`config.mk`:
```
export PLATFORM = sky130hd
export DESIGN_NAME = wb_queue
export DESIGN_NICKNAME = d
export VERILOG_FILES = /design/src/rtl/wb_queue.sv
export SDC_FILE = /design/constraint.sdc
export NUM_CORES = 1
export LEC_CHECK = 0
export ABC_CLOCK_PERIOD_IN_PS = 5650
export CAP_MARGIN = 20
export CORE_AREA = 2 2 128 130
export CTS_CLUSTER_SIZE = 8
export DETAILED_ROUTE_END_ITERATION = 7
export DIE_AREA = 0 0 130 132
export PLACE_DENSITY = 0.74
export SKIP_CTS_REPAIR_TIMING = 1
export SLEW_MARGIN = 40
export SYNTH_ARGS = -nofsm -noshare
export SYNTH_HDL_FRONTEND = slang
export SYNTH_SLANG_ARGS = --single-unit
```
`constraint.sdc`:
```
create_clock -name clk -period 5.65 [get_ports clk]
set_input_delay 1.4125 -clock clk [delete_from_list [all_inputs] [get_ports clk]]
set_output_delay 1.4125 -clock clk [all_outputs]
set_load 0.05 [all_outputs]
```
`src/rtl/wb_queue.sv`:
```
// Write-back queue: DEPTH-entry circular FIFO of {dst, val} feeding one registered
// register-file write port. Optional same-edge bypass when empty: WB_QUEUE_BYPASS_EN.
module wb_queue #(
  parameter int unsigned DEPTH = 4
) (
  input  logic                     clk,
  input  logic                     rst,
  input  logic                     in_valid,
  output logic                     in_ready,
  input  logic [3:0]               in_dst,
  input  logic [31:0]              in_val,
  input  logic                     wb_hold,
  input  logic                     flush,
  output logic                     wb_en,
  output logic [3:0]               wb_dst,
  output logic [31:0]              wb_val,
  output logic [14:0]              pending,
  output logic [$clog2(DEPTH):0]   count,
  output logic                     dropped_pc
);

  localparam int unsigned AW = $clog2(DEPTH);
  localparam int unsigned CW = AW + 1;

  logic [3:0]    dst_mem [DEPTH];
  logic [31:0]   val_mem [DEPTH];

  logic [AW-1:0] wptr_q, wptr_d;
  logic [AW-1:0] rptr_q, rptr_d;
  logic [CW-1:0] count_q, count_d;
  logic          wb_en_q, wb_en_d;
  logic [3:0]    wb_dst_q, wb_dst_d;
  logic [31:0]   wb_val_q, wb_val_d;
  logic          dropped_q, dropped_d;

  logic accept, is_pc, push, pop, bypass;

  always_comb begin
    in_ready = (count_q < CW'(DEPTH));
    accept   = in_valid & in_ready & ~flush;
    is_pc    = (in_dst == 4'd15);
    pop      = ~flush & ~wb_hold & (count_q != '0);
`ifdef WB_QUEUE_BYPASS_EN
    // Bypass only when nothing is queued, so ordering is preserved.
    bypass   = accept & ~is_pc & (count_q == '0) & ~wb_hold;
`else
    bypass   = 1'b0;
`endif
    push     = accept & ~is_pc & ~bypass;

    wb_en_d  = 1'b0;
    wb_dst_d = wb_dst_q;
    wb_val_d = wb_val_q;
    if (pop) begin
      wb_en_d  = 1'b1;
      wb_dst_d = dst_mem[rptr_q];
      wb_val_d = val_mem[rptr_q];
    end else if (bypass) begin
      wb_en_d  = 1'b1;
      wb_dst_d = in_dst;
      wb_val_d = in_val;
    end

    wptr_d = push ? wptr_q + AW'(1) : wptr_q;
    rptr_d = pop  ? rptr_q + AW'(1) : rptr_q;
    unique case ({push, pop})
      2'b10:   count_d = count_q + CW'(1);
      2'b01:   count_d = count_q - CW'(1);
      default: count_d = count_q;
    endcase
    if (flush) begin
      wptr_d  = '0;
      rptr_d  = '0;
      count_d = '0;
    end

    dropped_d = accept & is_pc;
  end

  // Entries are scanned from the head; only the first count_q slots are live.
  always_comb begin
    pending = '0;
    for (int unsigned k = 0; k < DEPTH; k++) begin
      if (CW'(k) < count_q) begin
        for (int unsigned r = 0; r < 15; r++) begin
          if (dst_mem[AW'(rptr_q + AW'(k))] == 4'(r)) pending[r] = 1'b1;
        end
      end
    end
    if (wb_en_q) begin
      for (int unsigned r = 0; r < 15; r++) begin
        if (wb_dst_q == 4'(r)) pending[r] = 1'b1;
      end
    end
  end

  always_ff @(posedge clk or negedge rst) begin
    if (!rst) begin
      wptr_q    <= '0;
      rptr_q    <= '0;
      count_q   <= '0;
      wb_en_q   <= 1'b0;
      wb_dst_q  <= '0;
      wb_val_q  <= '0;
      dropped_q <= 1'b0;
    end else begin
      wptr_q    <= wptr_d;
      rptr_q    <= rptr_d;
      count_q   <= count_d;
      wb_en_q   <= wb_en_d;
      wb_dst_q  <= wb_dst_d;
      wb_val_q  <= wb_val_d;
      dropped_q <= dropped_d;
    end
  end

  always_ff @(posedge clk) begin
    if (push) begin
      dst_mem[wptr_q] <= in_dst;
      val_mem[wptr_q] <= in_val;
    end
  end

  assign wb_en      = wb_en_q;
  assign wb_dst     = wb_dst_q;
  assign wb_val     = wb_val_q;
  assign count      = count_q;
  assign dropped_pc = dropped_q;

endmodule
```
==> results.md, run 1 <==
* Final max-slew violation count at 0
* Worst stage delay on the critical path at 0.85 ns
* Die area at 17160 um2
* Clk_skew at between 0.01 and 0.015 ns
* Depth of the worst register-to-register path at 4
* Classification of the worst-slack hold path: register to register
* Worst slew margin relative to its limit at 0.5127
* Area after DPL at just under 10000 um2
* Clock-pin slew reported for the worst setup and hold paths after clock tree synthesis at 0.07 ns
* Antenna violation net count after detailed routing at 0
* Fraction of the mapped netlist area in adder cells at 0.01177
* Critical path class: register to primary output
* I/O pin cnt at 98
* Post-synthesis simple-gate area fraction at 0.1314
* Worst path required time at 4.24 ns
* Worst Tran Pin Value at 0.7233 ns
* Run status: complete, no violations
* Sequential area share after synthesis at 0.6409
* Clock sinks at 189
* Post-Syn Area at approximately 8500 um2
* Crit Reg-Reg Startpoint: count[2]
* Signal arrival time at the worst endpoint at 3.64 ns
* TritonCTS clock tree: done
* Grt ovf at 0
* Clock latency reported for the late side of the worst-skew pair at approximately 0.43 ns
* Setup violations, final at 0
* Final critical-path share of the clock period at 0.8948
* Most used flip-flop cell after synthesis: sky130_fd_sc_hd__edfxtp_1
* Synthesized netlist net count at ~650
* Post-synthesis cell count at 600
* Routed Wire Length at between 20000 and 25000 um
* Endpoint class of the critical path: primary output
* FMAX at between 0.15 and 0.2 GHz
* Distinct cell type count after synthesis at 58
* First-pass GRT wire length at around 32000 um
* Most used standard cell by instance count after synthesis: sky130_fd_sc_hd__edfxtp_1
* Root cell of the clock tree: sky130_fd_sc_hd__clkbuf_16
* Standard-cell row count at 46
* Number of enable flip-flop cells after synthesis at 144
* Cell chain of the critical path: mux4_1, nand2_1, o21ai_0, or4_1, clkdlybuf4s50_1
* Total number of H-tree levels at 4
* Area Overhead vs Synth at 20.70%
* Effective utilization at floorplan at 0.5412
* Post-route core utilization at 0.6533
* Synth Area in Compound Gates at 0.04973
* Final Power at approximately 4.7 mW
* Share of flip-flops with an asynchronous set or reset at 0.2381
* Synthesis-stage register bit count at between 150 and 200
* Final critical delay including setup and external delays at between 5 and 6 ns
* Startpoint type of the worst setup path: register
* Post-synthesis mux area share at 0.1364
* Synth top cells by count: sky130_fd_sc_hd__edfxtp_1, sky130_fd_sc_hd__nand2_1, sky130_fd_sc_hd__dfrtp_1
* Setup TNS at 0 ns
* All-layer global routing usage at 0.2486
* Number of hold violations in the final report at 0
* Total CTS buffers at 17
* Post-detailed-route via-to-cell ratio at 5.923
* Most area-consuming cells after synthesis: sky130_fd_sc_hd__edfxtp_1, sky130_fd_sc_hd__dfrtp_1, sky130_fd_sc_hd__mux4_2, sky130_fd_sc_hd__nand2_1, sky130_fd_sc_hd__ha_1
* Yosys warns at 0
* Final cell area excluding filler cells at 10260 um2
* Detailed-router iteration count before antenna repair at 5
* Portion of synthesized cell area occupied by the leading cell type at 0.5085
* Number of fill cells in the layout at 1123
* Antenna violations before repair at 0
* Worst supply voltage drop on vdd at between 0.3 and 0.4 mV
* Count of input and output buffers at 97
* Share of the synthesized netlist area taken by xor and xnor gates at 0.004119
* Setup repair after global routing missed its margin: false
* End of the worst register-to-register path: val_mem[3][2]
* Share of post-route cells with drive strength above 1 at 0.1425
* Vias at 5520
* Vias in the first global route at ~5600
* Post-route DRC at 0
* Power per Cell Area at 459.5 nW/um2
* Placeable core region at 15710 um2
* Min-Delay Startpoint: wb_val[24]
* Largest family of logic cells by synthesized area: multiplexers
* Number of antenna diodes at 0
* Average wire per standard cell at 21.93 um
* Cell type of the slowest stage on the worst timing path: sky130_fd_sc_hd__dfrtp_2
* Largest net degree at the start of global routing at between 40 and 50
* Floorplan die width at between 100 and 150 um
* Maximum root-to-sink buffer count at 2
* Routability-driven placement congestion ratio at 0.8841
* End point of the worst hold path: wb_val[24]
* Number of cells traversed by the worst hold path at 2
* Flop2flop setup slack at 2.80 ns
* Placed wire-length estimate after detailed placement at around 14000 um
* Number of nets in the layout at 752
* Max-capacitance violation count at 0
* Leak at 3.688 nW
* Largest area contributor in the netlist: sky130_fd_sc_hd__edfxtp_1
* Post-synthesis area per instance at ~14 um2
* Initial drt markers at 486
* Height of the die at about 130 um
* Largest fanout on the critical path at 37
[flip-flops by register name (all words and copies together) (netlist names)]
register / flops
wb_val: 32
dst_mem: 16
val_mem: 128
wb_en: 1
wptr_q: 2
wb_dst: 4
count: 3
rptr_q: 2
dropped_pc: 1
[power by group]
part	internal, mW	switching [mW]	total (mW)
clock	0.583	0.552	1.13
combinational	0.632	1.10	1.73
sequential	1.67	0.178	1.85
[layout by cell type (no fill, tap or decap), types with 3 or more instances in the layout]
master and instances:
sky130_fd_sc_hd__o22ai_1 6, sky130_fd_sc_hd__clkinvlp_4 3, sky130_fd_sc_hd__nand2_1 135, sky130_fd_sc_hd__or4_1 3, sky130_fd_sc_hd__a32oi_1 4, sky130_fd_sc_hd__mux2_4 3, sky130_fd_sc_hd__clkdlybuf4s50_1 96, sky130_fd_sc_hd__clkbuf_16 17
sky130_fd_sc_hd__mux2_2 4, sky130_fd_sc_hd__and2_2 4, sky130_fd_sc_hd__o211ai_1 4, sky130_fd_sc_hd__mux4_1 3, sky130_fd_sc_hd__dfrtp_1 43, sky130_fd_sc_hd__ha_1 8, sky130_fd_sc_hd__nand3_1 14, sky130_fd_sc_hd__mux2i_1 9
sky130_fd_sc_hd__nand2b_1 8, sky130_fd_sc_hd__a21oi_1 6, sky130_fd_sc_hd__xnor2_1 3, sky130_fd_sc_hd__nor2b_1 12, sky130_fd_sc_hd__nand3b_1 4, sky130_fd_sc_hd__mux4_2 40, sky130_fd_sc_hd__edfxtp_1 144, sky130_fd_sc_hd__nor3b_1 5
sky130_fd_sc_hd__inv_1 14, sky130_fd_sc_hd__buf_4 14, sky130_fd_sc_hd__o31ai_1 4, sky130_fd_sc_hd__nor3_1 8, sky130_fd_sc_hd__o21ai_0 11, sky130_fd_sc_hd__nor2_1 23, sky130_fd_sc_hd__o32ai_1 3, sky130_fd_sc_hd__or3_1 6
sky130_fd_sc_hd__inv_8 3, sky130_fd_sc_hd__and3_1 5, sky130_fd_sc_hd__inv_6 4, sky130_fd_sc_hd__a211o_1 3
[worst max-delay path, delay by kind of cell, from the launching register on]
kind / cells / cell delay [ns]
buffers and inverters: 1 / 0.73
AND/OR/NAND/NOR: 2 / 0.70
AO/OA/AOI/OAI: 1 / 0.10
multiplexers: 1 / 0.82
flip-flops: 1 / 0.85
[layout make-up]
cell class                 instances  area (um2)  area share
clock buffer                      18       429.2     0.04181
clock inverter                    14       133.9     0.01304
inverter                          15       56.30    0.005485
multi-input combinational        369        2849      0.2775
sequential                       189        5455      0.5315
tap                              216       270.3     0.02633
timing repair buffer             111        1071      0.1043
[stage by stage]
stage | instances | worst slack (ns) | hold slack (ns)
2_1_floorplan | 600 | 1.580 | 0.5383
3_3_place_gp | 900 | 1.108 | 0.4562
3_5_place_dp | 900 | 1.078 | 0.4614
4_1_cts | 932 | 0.6079 | 0.4794
5_1_grt | 932 | 0.4660 | 0.4970
6_report | 932 | 0.5943 | 0.4737
[logic make-up after synthesis]
group / count (synthesis)
compound gates: 59
xor+xnor: 4
fa+ha+maj: 8
buf+inv: 42
flops: 189
mux: 59
simple gates: 239
[per-layer routing]
metal	vias up	track usage	part of all wire
met5	-	0	0
met4	0	0.07407	0.017
met3	33	0.04221	0.056
met2	210	0.3912	0.50
met1	2803	0.3603	0.43
li1	2474	-	-
[worst max path at each step]
stage                    from          end  cells past startpoint
floorplan            count[2]   pending[4]                      3
global placement    rptr_q[1]  pending[13]                      5
detailed placement  rptr_q[1]  pending[13]                      5
CTS                 rptr_q[1]  pending[13]                      5
global route        rptr_q[0]  pending[12]                      6
finish              rptr_q[1]  pending[13]                      5
No activity file was read; power rests on OpenSTA's default activity.
==> run 2, diff against run 1 <==
--- a/config.mk
+++ b/config.mk
@@ -7,10 +7,10 @@
 export LEC_CHECK = 0
 export ABC_CLOCK_PERIOD_IN_PS = 5650
 export CAP_MARGIN = 20
-export CORE_AREA = 2 2 128 130
+export CORE_AREA = 2 2 117 142
 export CTS_CLUSTER_SIZE = 8
 export DETAILED_ROUTE_END_ITERATION = 7
-export DIE_AREA = 0 0 130 132
+export DIE_AREA = 0 0 119 144
 export PLACE_DENSITY = 0.74
 export SKIP_CTS_REPAIR_TIMING = 1
 export SLEW_MARGIN = 40
==> results.md, run 2 (synthesis gave the netlist of run 1 again) <==
* Number of antenna diodes at 0
* Vias at 5484
* Share of post-route cells with drive strength above 1 at 0.1401
* Clock-pin slew reported for the worst setup and hold paths after clock tree synthesis at 0.08 ns
* Signal arrival time at the worst endpoint at 3.72 ns
* Setup repair after global routing missed its margin: false
* Sum of buffers and inverters on the critical path at 1
* First-pass GRT wire length at 32300 um
* Grt ovf at 0
* Worst setup slack after layout at 0.5180 ns
* Endpoint class of the critical path: primary output
* Leak at 3.702 nW
* Crit Reg-Reg Startpoint: count[2]
* Post-route DRC at 0
* Flip-flop count of the largest register after layout at about 130
* Routability-driven placement congestion ratio at 0.9433
* Final max-slew violation count at 0
* Final critical-path share of the clock period at 0.9083
* Cell type of the slowest stage on the worst timing path: sky130_fd_sc_hd__dfrtp_2
* Max-capacitance violation count at 0
* Global routing usage on met2 at 0.4449
* Commonest non-fill, non-tap cells in the layout: sky130_fd_sc_hd__edfxtp_1, sky130_fd_sc_hd__nand2_1, sky130_fd_sc_hd__clkdlybuf4s50_1
* Startpoint type of the worst setup path: register
* Worst setup timing slack at the placement stage at 1.031 ns
* Cell chain of the critical path: mux2_2, o22ai_1, nor2b_1, and3_1, or4_1, clkdlybuf4s50_1
* Worst supply voltage drop on vdd at 0.4465 mV
* Critical path class: register to primary output
* Worst stage delay on the critical path at 0.87 ns
* Area Overhead vs Synth at 21.10%
* Met3 track utilization from global routing at 0.04298
* Antenna violation net count after detailed routing at 0
* Clk_skew at 0.01189 ns
* Placed wire-length estimate after detailed placement at 14300 um
* Min-Delay Startpoint: wb_val[1]
* Initial drt markers at 419
* Setup TNS at 0 ns
* Largest net degree at the start of global routing at 51
* Busiest layer in global routing: met2
* Clock sinks at 189
* I/O pin cnt at 98
* Most frequent standard cell in the layout excluding fill and tap cells: sky130_fd_sc_hd__edfxtp_1
* Power per Cell Area at 466.2 nW/um2
* End of the worst register-to-register path: val_mem[2][28]
* Run status: complete, no violations
* Worst path required time at around 4.2 ns
* Cell family contributing the most delay on the critical path: simple AND/OR/NAND/NOR gates
* Routed Wire Length at 20700 um
* Worst slew margin relative to its limit at 0.4398
* Die area at 17140 um2
* Post-detailed-route via-to-cell ratio at between 5 and 6
* Vias in the first global route at 5600
* TritonCTS clock tree: done
* Antenna violations before repair at 0
* Number of hold violations in the final report at 0
* Count of input and output buffers at slightly below 100
* Number of nets in the layout at 750
* Average wire per standard cell at 22.35 um
* Final cell area excluding filler cells at 10300 um2
* Largest fanout on the critical path at 36
* Maximum root-to-sink buffer count at 2
* Number of cells traversed by the worst hold path at 2
* Classification of the worst-slack hold path: register to register
* Standard-cell row count at 51
* FMAX at 0.1949 GHz
* Total number of H-tree levels at 4
* Register with the most flip-flops: val_mem
* Detailed-router iteration count before antenna repair at 5
* Clock latency reported for the late side of the worst-skew pair at 0.43 ns
* Effective utilization at floorplan at 0.5352
* Final critical delay including setup and external delays at 5.132 ns
* All-layer global routing usage at 0.2532
* Height of the die at 144 um
* End point of the worst hold path: wb_val[1]
* Setup violations, final at 0
* Flop2flop setup slack at 2.69 ns
* Floorplan die width at roughly 120 um
* Root cell of the clock tree: sky130_fd_sc_hd__clkbuf_16
* Total CTS buffers at 17
* Worst Tran Pin Value at just over 0.8 ns
* Area after DPL at 9673 um2
* Smallest hold slack at 0.4778 ns
* Placeable core region at 15890 um2
* Met1 GRT Util at 0.3161
* Depth of the worst register-to-register path at 4
-- run 2: changes by cell type in the layout (fill, tap and decap cells not counted), sizes merged --
cell,delta
clkinv,+2
clkbuf,-1
clkinvlp,-2
inv,+1
buf,-2
-- run 2: area by class of cell --
class,count,area [um2]
Fill cell,1150,5590
Tap cell,212,265.3
Timing Repair Buffer,109,1056
Sequential cell,189,5455
Clock buffer,17,425.4
Multi-Input combinational cell,369,2840
Inverter,15,56.30
Clock inverter,15,200.2
-- run 2: power breakdown --
part           leakage (nW)  switching [mW]  internal (mW)
clock network         0.297           0.595          0.612
registers              1.88           0.191           1.67
logic                  1.53            1.10          0.634
-- run 2: worst max-delay path by stage --
stage,start,to,slack [ns],cells after the start
finish,rptr_q[1],pending[11],0.52,6
global route,rptr_q[0],pending[0],0.39,6
CTS,rptr_q[0],pending[0],0.54,6
detailed placement,rptr_q[0],pending[0],1.03,6
global placement,rptr_q[1],pending[11],1.03,6
floorplan,count[2],pending[4],1.58,3
-- run 2: routing by layer --
metal  vias up  wire length, um  part of all wire
met1      2766             8330              0.40
met4         0              554             0.027
li1       2467                -                 -
met2       213            10850              0.52
met3        38              959             0.046
met5         -                0                 0
-- run 2: per-stage QoR --
step,total power [mW],util,std cells
floorplan,3.048,-,600
global placement,3.607,0.6088,894
detailed placement,3.619,0.6088,894
CTS,4.829,0.6482,926
global route,5.004,0.6482,926
finish,4.801,0.6482,926
-- run 2: worst min-delay path, stage by stage (launching register included) --
cell and delay [ns]:
sky130_fd_sc_hd__dfrtp_1 0.34, sky130_fd_sc_hd__nand2_1 0.05, sky130_fd_sc_hd__nand2_1 0.06
==> run 3, diff against run 2 <==
--- a/config.mk
+++ b/config.mk
@@ -6,14 +6,13 @@
 export NUM_CORES = 1
 export LEC_CHECK = 0
 export ABC_CLOCK_PERIOD_IN_PS = 5650
-export CAP_MARGIN = 20
-export CORE_AREA = 2 2 117 142
+export CAP_MARGIN = 0
+export CORE_AREA = 2 2 128 130
 export CTS_CLUSTER_SIZE = 8
 export DETAILED_ROUTE_END_ITERATION = 7
-export DIE_AREA = 0 0 119 144
+export DIE_AREA = 0 0 130 132
 export PLACE_DENSITY = 0.74
 export SKIP_CTS_REPAIR_TIMING = 1
-export SLEW_MARGIN = 40
 export SYNTH_ARGS = -nofsm -noshare
 export SYNTH_HDL_FRONTEND = slang
 export SYNTH_SLANG_ARGS = --single-unit
==> results.md, run 3 (synthesis gave the netlist of run 1 again) <==
* Root cell of the clock tree: sky130_fd_sc_hd__clkbuf_16
* Count of placed standard cells in the final layout, fillers left out at 932
* Largest net degree at the start of global routing at 46
* Leak at between 3 and 4 nW
* Number of nets in the layout at 752
* TritonCTS clock tree: done
* Signal arrival time at the worst endpoint at roughly 3.7 ns
* Largest fanout on the critical path at 37
* Final critical-path share of the clock period at 0.8986
* First-pass GRT wire length at ~32000 um
* Count of input and output buffers at 97
* Initial drt markers at 465
* Effective utilization at floorplan at 0.5412
* Clock sinks at around 190
* Setup repair after global routing missed its margin: false
* Routed Wire Length at 20460 um
* FMAX at 0.1970 GHz
* Register with the most flip-flops: val_mem
* Worst supply voltage drop on vdd at roughly 0.34 mV
* Vias in the first global route at 5601
* Clock latency reported for the late side of the worst-skew pair at 0.43 ns
* Final critical delay including setup and external delays at 5.077 ns
* Worst stage delay on the critical path at 0.85 ns
* Post-route core utilization at 0.6528
* Worst Tran Pin Value at 0.8827 ns
* Antenna violation net count after detailed routing at 0
* I/O pin cnt at around 100
* All-layer global routing usage at 0.2486
* Vias at 5493
* Area after DPL at ~9700 um2
* Detailed-router iteration count before antenna repair at 5
* Die area at between 15000 and 20000 um2
* Floorplan die width at 130 um
* Number of antenna diodes at 0
* Setup violations, final at 0
* Flip-flop count of the largest register after layout at 128
* Placeable core region at 15710 um2
* Cell family contributing the most delay on the critical path: flip-flops
* Cell chain of the critical path: mux4_1, nand2_1, o21ai_0, or4_1, clkdlybuf4s50_1
* Critical path class: register to primary output
* Final cell area excluding filler cells at 10260 um2
* Standard-cell row count at 46
* Worst path required time at 4.24 ns
* Cell type of the slowest stage on the worst timing path: sky130_fd_sc_hd__dfrtp_2
* Final max-slew violation count at 0
* Most frequent standard cell in the layout excluding fill and tap cells: sky130_fd_sc_hd__edfxtp_1
* Total CTS buffers at 17
* Startpoint type of the worst setup path: register
* Run status: complete, no violations
* Grt ovf at 0
* Antenna violations before repair at 0
* Placed wire-length estimate after detailed placement at 13570 um
* Classification of the worst-slack hold path: register to register
* Share of post-route cells with drive strength above 1 at 0.1425
* Clk_skew at 0.01046 ns
* Sum of buffers and inverters on the critical path at 1
* Maximum root-to-sink buffer count at 2
* Max-capacitance violation count at 0
* Post-detailed-route via-to-cell ratio at 5.894
* Average wire per standard cell at 21.95 um
* Clock-pin slew reported for the worst setup and hold paths after clock tree synthesis at 0.07 ns
* Total number of H-tree levels at 4
* Commonest non-fill, non-tap cells in the layout: sky130_fd_sc_hd__edfxtp_1, sky130_fd_sc_hd__nand2_1, sky130_fd_sc_hd__clkdlybuf4s50_1
* Worst slew margin relative to its limit at 0.4115
* Cell count after placement at 900
* Post-route DRC at 0
* Setup TNS at 0 ns
* Power per Cell Area at 459.6 nW/um2
* Height of the die at 132 um
* Routability-driven placement congestion ratio at 0.8841
* Area Overhead vs Synth at 20.61%
* Number of hold violations in the final report at 0
* Endpoint class of the critical path: primary output
-- run 3: changes by cell type in the layout (fill, tap and decap cells not counted), sizes merged --
cell / before / now
inv: 22 / 21
buf: 13 / 15
clkinv: 7 / 5
clkbuf: 17 / 18
clkinvlp: 1 / 3
-- run 3: worst paths after layout --
path | start | to | slack (ns) | cells past startpoint
min in group asynchronous | rst | count[2] | 1.09 | 2
min | wb_val[24] | wb_val[24] | 0.47 | 2
min reg2reg | wb_val[24] | wb_val[24] | 0.47 | 2
max in group asynchronous | rst | rptr_q[0] | 4.06 | 2
max | rptr_q[1] | pending[13] | 0.57 | 5
max reg2reg | count[2] | count[2] | 2.63 | 7
-- run 3: layout make-up --
type	instances	area, um2
Sequential cell	189	5455
Fill cell	1124	5455
Multi-Input combinational cell	369	2841
Timing Repair Buffer	111	1071
Clock buffer	18	429.2
Tap cell	216	270.3
Clock inverter	14	133.9
Inverter	15	56.30
-- run 3: layer usage --
layer / share of wire / global-route usage / vias to the layer above
met3: 0.049 / 0.04221 / 31
met5: 0 / 0 / -
met1: 0.44 / 0.3603 / 2778
met2: 0.50 / 0.3912 / 212
met4: 0.019 / 0.07407 / 0
li1: - / - / 2472
-- run 3: worst register-to-register path: stages (launching register included) --
cell	delay, ns
sky130_fd_sc_hd__dfrtp_1	0.54
sky130_fd_sc_hd__clkinv_1	0.40
sky130_fd_sc_hd__a211o_2	0.77
sky130_fd_sc_hd__inv_1	0.26
sky130_fd_sc_hd__buf_4	0.40
sky130_fd_sc_hd__nand3b_1	0.16
sky130_fd_sc_hd__and3_1	0.21
sky130_fd_sc_hd__o21a_1	0.18
-- run 3: report_power, final --
part           switching, mW  internal [mW]
combinational           1.10          0.630
clock                  0.554          0.583
sequential             0.178           1.67
total                   1.83           2.88
-- run 3: through the flow --
| stage | hold slack, ns | setup slack, ns | total power [mW] |
|---|---|---|---|
| after floorplan | 0.5383 | 1.580 | 3.048 |
| after global placement | 0.4562 | 1.108 | 3.573 |
| after detailed placement | 0.4614 | 1.078 | 3.601 |
| after CTS | 0.4794 | 0.6079 | 4.736 |
| after global routing | 0.4970 | 0.4660 | 4.916 |
| final | 0.4726 | 0.5728 | 4.714 |
